### config.mk
export PLATFORM = sky130hd
export DESIGN_NAME = pipe_ctrl
export DESIGN_NICKNAME = d
export VERILOG_FILES = /design/src/rtl/pipe_pkg.sv /design/src/rtl/pipe_hazard.sv /design/src/rtl/pipe_ctrl.sv
export SDC_FILE = /design/constraint.sdc
export NUM_CORES = 1
export LEC_CHECK = 0
export ABC_AREA = 1
export CORE_UTILIZATION = 42
export CTS_BUF_LIST = sky130_fd_sc_hd__clkbuf_8
export CTS_CLUSTER_DIAMETER = 30
export DETAILED_ROUTE_END_ITERATION = 8
export HOLD_SLACK_MARGIN = 0.06
export PLACE_DENSITY = 0.88
export RECOVER_POWER = 100
export REMOVE_ABC_BUFFERS = 1
export SYNTH_ARGS = -nofsm -noshare
export SYNTH_HDL_FRONTEND = slang
export SYNTH_SLANG_ARGS = --single-unit
export TNS_END_PERCENT = 1
### constraint.sdc
create_clock -name clk -period 2.2 [get_ports clk]
set_input_delay 0.22 -clock clk [delete_from_list [all_inputs] [get_ports clk]]
set_output_delay 0.22 -clock clk [all_outputs]
set_load 0.01 [all_outputs]
### src/rtl/pipe_pkg.sv
// pipe_pkg: definitions shared by the rv32i 5-stage pipeline controller.
//   - stage indices (fetch..commit)
//   - controller state encoding
//   - per-event register-enable / bubble patterns
//   - hazard event enumeration
//   - advance_valid(): moves the per-stage valid bits for a given pen/bubble
package pipe_pkg;

  localparam int STG_F = 0;
  localparam int STG_D = 1;
  localparam int STG_E = 2;
  localparam int STG_M = 3;
  localparam int STG_C = 4;

  localparam logic [1:0] ST_RUN      = 2'd0;
  localparam logic [1:0] ST_MEM_WAIT = 2'd1;
  localparam logic [1:0] ST_HALT     = 2'd2;

  localparam logic [4:0] PEN_NONE        = 5'b00000;
  localparam logic [4:0] PEN_ALL         = 5'b11111;
  localparam logic [4:0] PEN_TRAP        = 5'b10000;
  localparam logic [4:0] PEN_LOAD_USE    = 5'b11100;
  localparam logic [4:0] PEN_FETCH_STALL = 5'b11110;

  localparam logic [4:0] BUB_NONE        = 5'b00000;
  localparam logic [4:0] BUB_REDIRECT    = 5'b00110;
  localparam logic [4:0] BUB_LOAD_USE    = 5'b00100;
  localparam logic [4:0] BUB_FETCH_STALL = 5'b00010;

  typedef enum logic [2:0] {
    EV_NONE,
    EV_TRAP,
    EV_MEM_STALL,
    EV_REDIRECT,
    EV_LOAD_USE,
    EV_FETCH_STALL
  } pipe_event_e;

  // An enabled stage takes its predecessor's valid unless it is bubbled;
  // fetch always produces a valid instruction when enabled.
  function automatic logic [4:0] advance_valid(input logic [4:0] valid,
                                               input logic [4:0] pen,
                                               input logic [4:0] bubble);
    logic [4:0] nxt;
    nxt = valid;
    for (int i = 1; i < 5; i++) begin
      if (pen[i]) nxt[i] = valid[i-1] & ~bubble[i];
    end
    if (pen[0]) nxt[0] = 1'b1;
    return nxt;
  endfunction

endpackage

### src/rtl/pipe_hazard.sv
// pipe_hazard: load-use comparator between the execute-stage load and the
// decode-stage source registers.
// Ports:
//   ra1, ra2           decode source register addresses
//   ra1_zero, ra2_zero source is x0 (never a hazard)
//   rad, rad_zero      execute destination register, x0 flag
//   load               execute instruction is a load
//   valid_e, valid_d   execute / decode stage hold real instructions
//   hit                load-use hazard present
module pipe_hazard import pipe_pkg::*; #(
  parameter int REG_W = 5
) (
  input  logic [REG_W-1:0] ra1,
  input  logic [REG_W-1:0] ra2,
  input  logic             ra1_zero,
  input  logic             ra2_zero,
  input  logic [REG_W-1:0] rad,
  input  logic             rad_zero,
  input  logic             load,
  input  logic             valid_e,
  input  logic             valid_d,
  output logic             hit
);

  logic match1;
  logic match2;

  assign match1 = (rad == ra1) & ~ra1_zero;
  assign match2 = (rad == ra2) & ~ra2_zero;
  assign hit    = valid_e & valid_d & load & ~rad_zero & (match1 | match2);

endmodule

### src/rtl/pipe_ctrl.sv
// pipe_ctrl: stage enable / bubble controller for the rv32i 5-stage pipe
// (fetch, decode, execute, mem, commit).
// Ports:
//   clk, clr (async active-low reset)
//   imem_ready, dmem_req_m, dmem_ready       memory handshakes
//   ra1_d, ra2_d, ra1_zero_d, ra2_zero_d     decode sources
//   rad_e, rad_zero_e, load_e                execute destination / load flag
//   redirect_e, trap_c, restart              control-flow events
//   pen, bubble                              per-stage enable / nop insert
//   valid, halted, state                     status
// Optional: define PIPE_CTRL_PERF_EN to add perf_stall, perf_flush and
// perf_retire event counters (32-bit, wrapping).
module pipe_ctrl import pipe_pkg::*; #(
  parameter int NSTAGE = 5,
  parameter int REG_W  = 5
) (
  input  logic              clk,
  input  logic              clr,
  input  logic              imem_ready,
  input  logic              dmem_req_m,
  input  logic              dmem_ready,
  input  logic [REG_W-1:0]  ra1_d,
  input  logic [REG_W-1:0]  ra2_d,
  input  logic              ra1_zero_d,
  input  logic              ra2_zero_d,
  input  logic [REG_W-1:0]  rad_e,
  input  logic              rad_zero_e,
  input  logic              load_e,
  input  logic              redirect_e,
  input  logic              trap_c,
  input  logic              restart,
`ifdef PIPE_CTRL_PERF_EN
  output logic [31:0]       perf_stall,
  output logic [31:0]       perf_flush,
  output logic [31:0]       perf_retire,
`endif
  output logic [NSTAGE-1:0] pen,
  output logic [NSTAGE-1:0] bubble,
  output logic [NSTAGE-1:0] valid,
  output logic              halted,
  output logic [1:0]        state
);

  logic              load_use;
  logic              stall_mem;
  pipe_event_e       ev;
  logic [NSTAGE-1:0] pen_c;
  logic [NSTAGE-1:0] bub_c;
  logic [1:0]        state_nx;
  logic [NSTAGE-1:0] valid_nx;

  pipe_hazard #(.REG_W(REG_W)) u_hazard (
    .ra1      (ra1_d),
    .ra2      (ra2_d),
    .ra1_zero (ra1_zero_d),
    .ra2_zero (ra2_zero_d),
    .rad      (rad_e),
    .rad_zero (rad_zero_e),
    .load     (load_e),
    .valid_e  (valid[STG_E]),
    .valid_d  (valid[STG_D]),
    .hit      (load_use)
  );

  // Once in MEM_WAIT only dmem_ready matters; the mem-stage request that
  // caused the wait is frozen in place.
  always_comb begin
    stall_mem = (state == ST_MEM_WAIT) ? ~dmem_ready
                                       : (valid[STG_M] & dmem_req_m & ~dmem_ready);
    ev = EV_NONE;
    if ((state == ST_RUN) && valid[STG_C] && trap_c) ev = EV_TRAP;
    else if (stall_mem)                             ev = EV_MEM_STALL;
    else if (valid[STG_E] && redirect_e)            ev = EV_REDIRECT;
    else if (load_use)                              ev = EV_LOAD_USE;
    else if (!imem_ready)                           ev = EV_FETCH_STALL;
  end

  always_comb begin
    pen_c    = PEN_NONE;
    bub_c    = BUB_NONE;
    state_nx = state;
    valid_nx = valid;
    case (state)
      ST_RUN, ST_MEM_WAIT: begin
        state_nx = ST_RUN;
        case (ev)
          EV_TRAP: begin
            pen_c    = PEN_TRAP;
            state_nx = ST_HALT;
          end
          EV_MEM_STALL:   state_nx = ST_MEM_WAIT;
          EV_REDIRECT: begin
            pen_c = PEN_ALL;
            bub_c = BUB_REDIRECT;
          end
          EV_LOAD_USE: begin
            pen_c = PEN_LOAD_USE;
            bub_c = BUB_LOAD_USE;
          end
          EV_FETCH_STALL: begin
            pen_c = PEN_FETCH_STALL;
            bub_c = BUB_FETCH_STALL;
          end
          default:        pen_c = PEN_ALL;
        endcase
        // The trapping instruction retires and everything behind it is
        // discarded, so the pipe empties completely.
        valid_nx = (ev == EV_TRAP) ? '0 : advance_valid(valid, pen_c, bub_c);
      end
      ST_HALT: begin
        if (restart) begin
          state_nx = ST_RUN;
          valid_nx = '0;
        end
      end
      default: begin
        state_nx = ST_RUN;
        valid_nx = '0;
      end
    endcase
  end

  assign pen    = clr ? pen_c : '0;
  assign bubble = clr ? bub_c : '0;
  assign halted = (state == ST_HALT);

  always_ff @(posedge clk or negedge clr) begin
    if (!clr) begin
      state <= ST_RUN;
      valid <= '0;
    end else begin
      state <= state_nx;
      valid <= valid_nx;
    end
  end

`ifdef PIPE_CTRL_PERF_EN
  always_ff @(posedge clk or negedge clr) begin
    if (!clr) begin
      perf_stall  <= '0;
      perf_flush  <= '0;
      perf_retire <= '0;
    end else begin
      if ((state != ST_HALT) && (pen_c != PEN_ALL)) perf_stall <= perf_stall + 32'd1;
      if ((state != ST_HALT) && (ev == EV_REDIRECT)) perf_flush <= perf_flush + 32'd1;
      if (pen_c[STG_C] && valid[STG_C] && (ev != EV_TRAP))
        perf_retire <= perf_retire + 32'd1;
    end
  end
`endif

endmodule

After elaboration in Yosys (flattened, before gate mapping):

Cells that the tools add are included.

* eq/ne operators: 15
* muxes and demuxes: 25
* bitwise gates (word level): 21
* reduce and logical (&&, ||, !) cells: 10

Operators by type and width (count)
* 5-bit two-way mux: 8
* 5-bit case mux with 4 select lines: 1
* 3-bit two-way mux: 5
* 3-bit != test (second input constant): 5
* 1-bit bitwise AND: 12
* 5-bit == test: 2
* 5-bit case mux with 2 select lines: 1
* 2-bit AND reduction: 5
* 3-bit case mux with 3 select lines: 1
* 1-bit inverter: 8
* 2-bit case mux with 2 select lines: 2
* 3-bit by 2-bit == test with 1-bit output (second input constant): 2
* 3-bit == test (second input constant): 2
* 1-bit two-way mux: 6
* 3-bit by 1-bit == test with 1-bit output (second input constant): 1
* 1-bit logical AND: 3
* 2-bit by 1-bit == test with 1-bit output (second input constant): 1
* 2-bit == test (second input constant): 1
* 2-bit zero test: 1
* 2-bit two-way mux: 1
* 2-bit != test (second input constant): 1
* 2-bit OR reduction: 1
* 1-bit bitwise OR: 1

* register bits after elaboration: 7
* bits of input ports: 27
* word-level logic and storage cells: 77

Longest topological paths before layout:

* depth in word-level cells: 16
* mapped depth: 14

Cells and area by module:

A second synthesis with hierarchy kept.

* cell total of the unflattened synthesis: 136
* area, all modules: 767.0 µm²

By module, submodules not included
* pipe_ctrl: times used 1, cells an instance 81, area each 546.8 µm², seq. area each 175.2 µm²
* pipe_hazard: times used 1, cells an instance 55, area each 220.2 µm², seq. area each 0.0 µm²

Worst setup path after synthesis:

OpenSTA, ideal clock, no wires.

* path type: reg-to-output
* start point: register state[1]
* end point: output pen[1]
* arrival: 1343 ps
* data required time: 1980 ps
* path slack: 637 ps
* stages on the path, launching flop included: 12
* path buffers: 0
* cell sequence: dfrtp_1 > inv_2 > nand2_2 > a21oi_4 > inv_4 > nand2_2 > nor2_2 > nand2_2 > nand2_2 > a21oi_1 > nand2_1 > inv_1

* word-level cells in the longest chain between the ends: 9
* elaborated cells on any way between the ends: 16
* classes of those cells: eq/ne: 5; mux: 7; reduce/logical: 4

RTL lines
* from (decl): RTL line pipe_ctrl.sv:41 `output logic [1:0] state`
* from (signal assigned): RTL line pipe_ctrl.sv:132 `state <= state_nx;`
* 2-bit by 1-bit == test with 1-bit output / 2-bit zero test (equally long branches): RTL line pipe_ctrl.sv:68, pipe_ctrl.sv:83, pipe_ctrl.sv:71
* 1-bit two-way mux / 1-bit logical AND (equally long branches): RTL line pipe_ctrl.sv:68, pipe_ctrl.sv:71
* 3-bit two-way mux / 1-bit logical AND (equally long branches): RTL line pipe_ctrl.sv:72, pipe_ctrl.sv:71
* 3-bit two-way mux: RTL line pipe_ctrl.sv:71 `if ((state == ST_RUN) && valid[STG_C] && trap_c) ev = EV_TRAP;`
* 3-bit == test, or another cell as far along: RTL line pipe_ctrl.sv:86 `case (ev)`
* 5-bit case mux with 4 select lines: RTL line pipe_ctrl.sv:86
* 5-bit two-way mux: RTL line pipe_ctrl.sv:83 `case (state)`
* 5-bit two-way mux *: RTL line pipe_ctrl.sv:83
* 5-bit two-way mux *: RTL line pipe_ctrl.sv:123 `assign pen = clr ? pen_c : '0;`
* to (decl): RTL line pipe_ctrl.sv:37 `output logic [NSTAGE-1:0] pen,`

Every way passes the cells marked *; elsewhere a longest branch is shown, timed or not. The select of a mux whose other input is x is not followed.

Worst setup path in the final report:

* start point: register state[1]
* end point: output pen[4]

The elaborated chain is that of the path after synthesis.

==> flow_summary.json <==
{
  "yosysSeqAreaShare_pct": 22.8,
  "setup_slack_ps": 113,
  "cp_max_fo": 4,
  "htree_levels": 1,
  "ant_nets": 0,
  "ys_types": 19,
  "final_nets": 213,
  "ff2ff_path_depth": 10,
  "yosysTopAreaCell": "nand2_1",
  "r2r_slack_ps": 570,
  "antenna_found_initial": 0,
  "busiest_layer": "met2",
  "rows": 15,
  "fmax_mhz": 479,
  "drt_wl_total_mm": 2.28,
  "rsz0062_at_grt": "no",
  "p_per_area_nw_per_um2": 808,
  "finalHoldViolCount": 0,
  "grt_start_max_net_pins": 8,
  "r2r_end": "valid[2]",
  "syn_avg_cell_area_um2": 5.64,
  "path_cells": "inv_1, buf_4, nand4_4, clkbuf_1, nand2_1, nand2_1, inv_1, clkdlybuf4s50_1",
  "io-pin-count": 45,
  "crit_end": "pen[4]",
  "power.internal_uw": 592,
  "hp-class": "primary input to async pin",
  "crit_type": "flip-flop to output pin",
  "cp-end-kind": "output pin",
  "clk_latency_ps": 230,
  "r2r_start": "state[1]",
  "final_common_cell": "nand2_1",
  "status": "finished clean",
  "num_vias": 965,
  "ir_worst_vdd_uv": 641,
  "yosys_warnings": 0,
  "crit_required_ps": 1980,
  "most-common-layout-cells": "53 x nand2_1, 25 x inv_1, 22 x clkdlybuf4s50_1",
  "pwr-share-seq_pct": 21.8,
  "yosys_register_bits": 7,
  "syn-cell-area_um2": 767,
  "dp_cells": 203,
  "cts_tree": "done",
  "cts_root_buffer": "clkbuf_8",
  "fp.dieH_um": 44.7,
  "start_util_pct": 44.4,
  "areaGrowthSynthToFinish_pct": 65.1,
  "synthCells": 136,
  "grt_pass1_vias": 891,
  "fin_hold_ws_ps": 440,
  "die_area_um2": 2000,
  "gr-usage-all-layers_pct": 24.7,
  "fin_cells": 210,
  "slowest_delay_ps": 520,
  "n_antenna_cell": 0,
  "crit_path_start_kind": "flip-flop",
  "cts_made_buffers": 3,
  "critPathArrivalTime_ps": 1870,
  "yosysTopAreaCellShare_pct": 25.9,
  "report.final.setup_viol": 0,
  "leakagePower_nw": 0.770,
  "finish.utilization_pct": 73.3,
  "clk_pin_slew_ps": 40,
  "wl_per_cell_um": 10.8,
  "core_um2": 1730,
  "postCtsHoldBufs": 0,
  "crit_slowest_cell": "clkdlybuf4s50_1",
  "io_buffers": 41,
  "layout-drive-gt1-share_pct": 13.5,
  "min_period_ps": 2090,
  "post-place-ws_ps": -158,
  "drt_iter0_drc": 29,
  "dp.final_hpwl_mm": 1.82,
  "synth_area_leaders": "nand2_1 26%, dfrtp_1 23%, inv_1 11%, nor2_1 8.8%, buf_4 5.9%",
  "place.gp.congestion": 0.866,
  "period_share_pct": 94.9,
  "startpoint": "state[1]",
  "vias_per_cell": 4.60,
  "dieWidth_um": 44.7,
  "firstDrtPassIters": 4,
  "skew_ps": 0.214,
  "p_sw_share_pct": 42.2,
  "p_sw_uw": 432,
  "drc": 0,
  "drv_cap": 0,
  "cts_buffer_depth": 2,
  "use_met1_pct": 27.8,
  "clkSinkCount": 7,
  "grt-ovfl-total": 0,
  "final_max_slew_viol_count": 0,
  "pwr-share-clk_pct": 17.5,
  "p_comb_share_pct": 60.6,
  "grt_pass1_wl_mm": 3.57,
  "met2_usage_pct": 45.6,
  "grtUsageMet3_pct": 3.20
}
## metal layers
layer | up-vias | part of all wire, %
li1 | 493 | -
met1 | 425 | 42
met2 | 40 | 51
met3 | 7 | 4.2
met4 | 0 | 2.2
met5 | - | 0
## per-stage QoR
stage / setup TNS (ps) / total power [mW] / cell area, um2
2_1_floorplan: 0 / 0.536 / 729
6_report: 0 / 1.02 / 1270
4_1_cts: 0 / 1.05 / 1260
3_5_place_dp: -427 / 0.858 / 1210
3_3_place_gp: -268 / 0.845 / 1210
5_1_grt: 0 / 1.10 / 1270
## synthesized netlist by cell type
master and instances:
nand3_1 7, nand2_2 6, nand4_1 2, inv_4 1, dfrtp_1 7, a21oi_1 1, inv_2 3, nand2_4 1
inv_1 23, o22a_1 1, and3_2 1, nand2_1 53, nand4_4 1, conb_1 1, a21oi_4 1, nor2_2 2
nor2_1 18, buf_4 6, nor3_1 1
## worst max-delay path: cells and delay by family (launching register included)
kind,cells,cell delay (ps)
buffers and inverters,5,980
DFF,1,390
and+or+nand+nor,3,280
## repair_timing
item	CTS	global route
gates resized for setup	4	10
endpoints found under the setup margin	4	5
buffers inserted	2	1
## state kept, by name, indices dropped and copies added, names as in the netlist
signal / cells
state: 2
valid: 5
## power by group through the flow
| stage | clock, mW | combinational, mW | sequential [mW] |
|---|---|---|---|
| after detailed placement | 0 | 0.632 | 0.226 |
| after floorplan | 0 | 0.298 | 0.238 |
| final | 0.179 | 0.621 | 0.223 |
| after global routing | 0.191 | 0.681 | 0.229 |
| after global placement | 0 | 0.620 | 0.225 |
| after CTS | 0.183 | 0.642 | 0.225 |
## how the worst min path moves through the flow
| stage | endpoint |
|---|---|
| after CTS | state[0] |
| after floorplan | state[0] |
| after detailed placement | state[0] |
| after global placement | state[0] |
| after global routing | state[1] |
| final | state[0] |
## kinds of logic (layout without fill, tap and decap cells)
group,count (synthesis),count (layout),share of synthesized area (%)
buffers and inverters,33,80,19.4
DFF,7,7,22.8
other,1,3,0.489
and+or+nand+nor,92,92,53.3
AOI/OAI and AO/OA,3,3,3.92
## cell type report
cell class / count / area, um2
timing repair buffer: 49 / 458
clock buffer: 3 / 41.3
sequential: 7 / 175
clock inverter: 1 / 3.75
tap: 25 / 31.3
multi-input combinational: 98 / 453
inverter: 27 / 104
fill: 139 / 460
(Power assumes the default switching activity.)
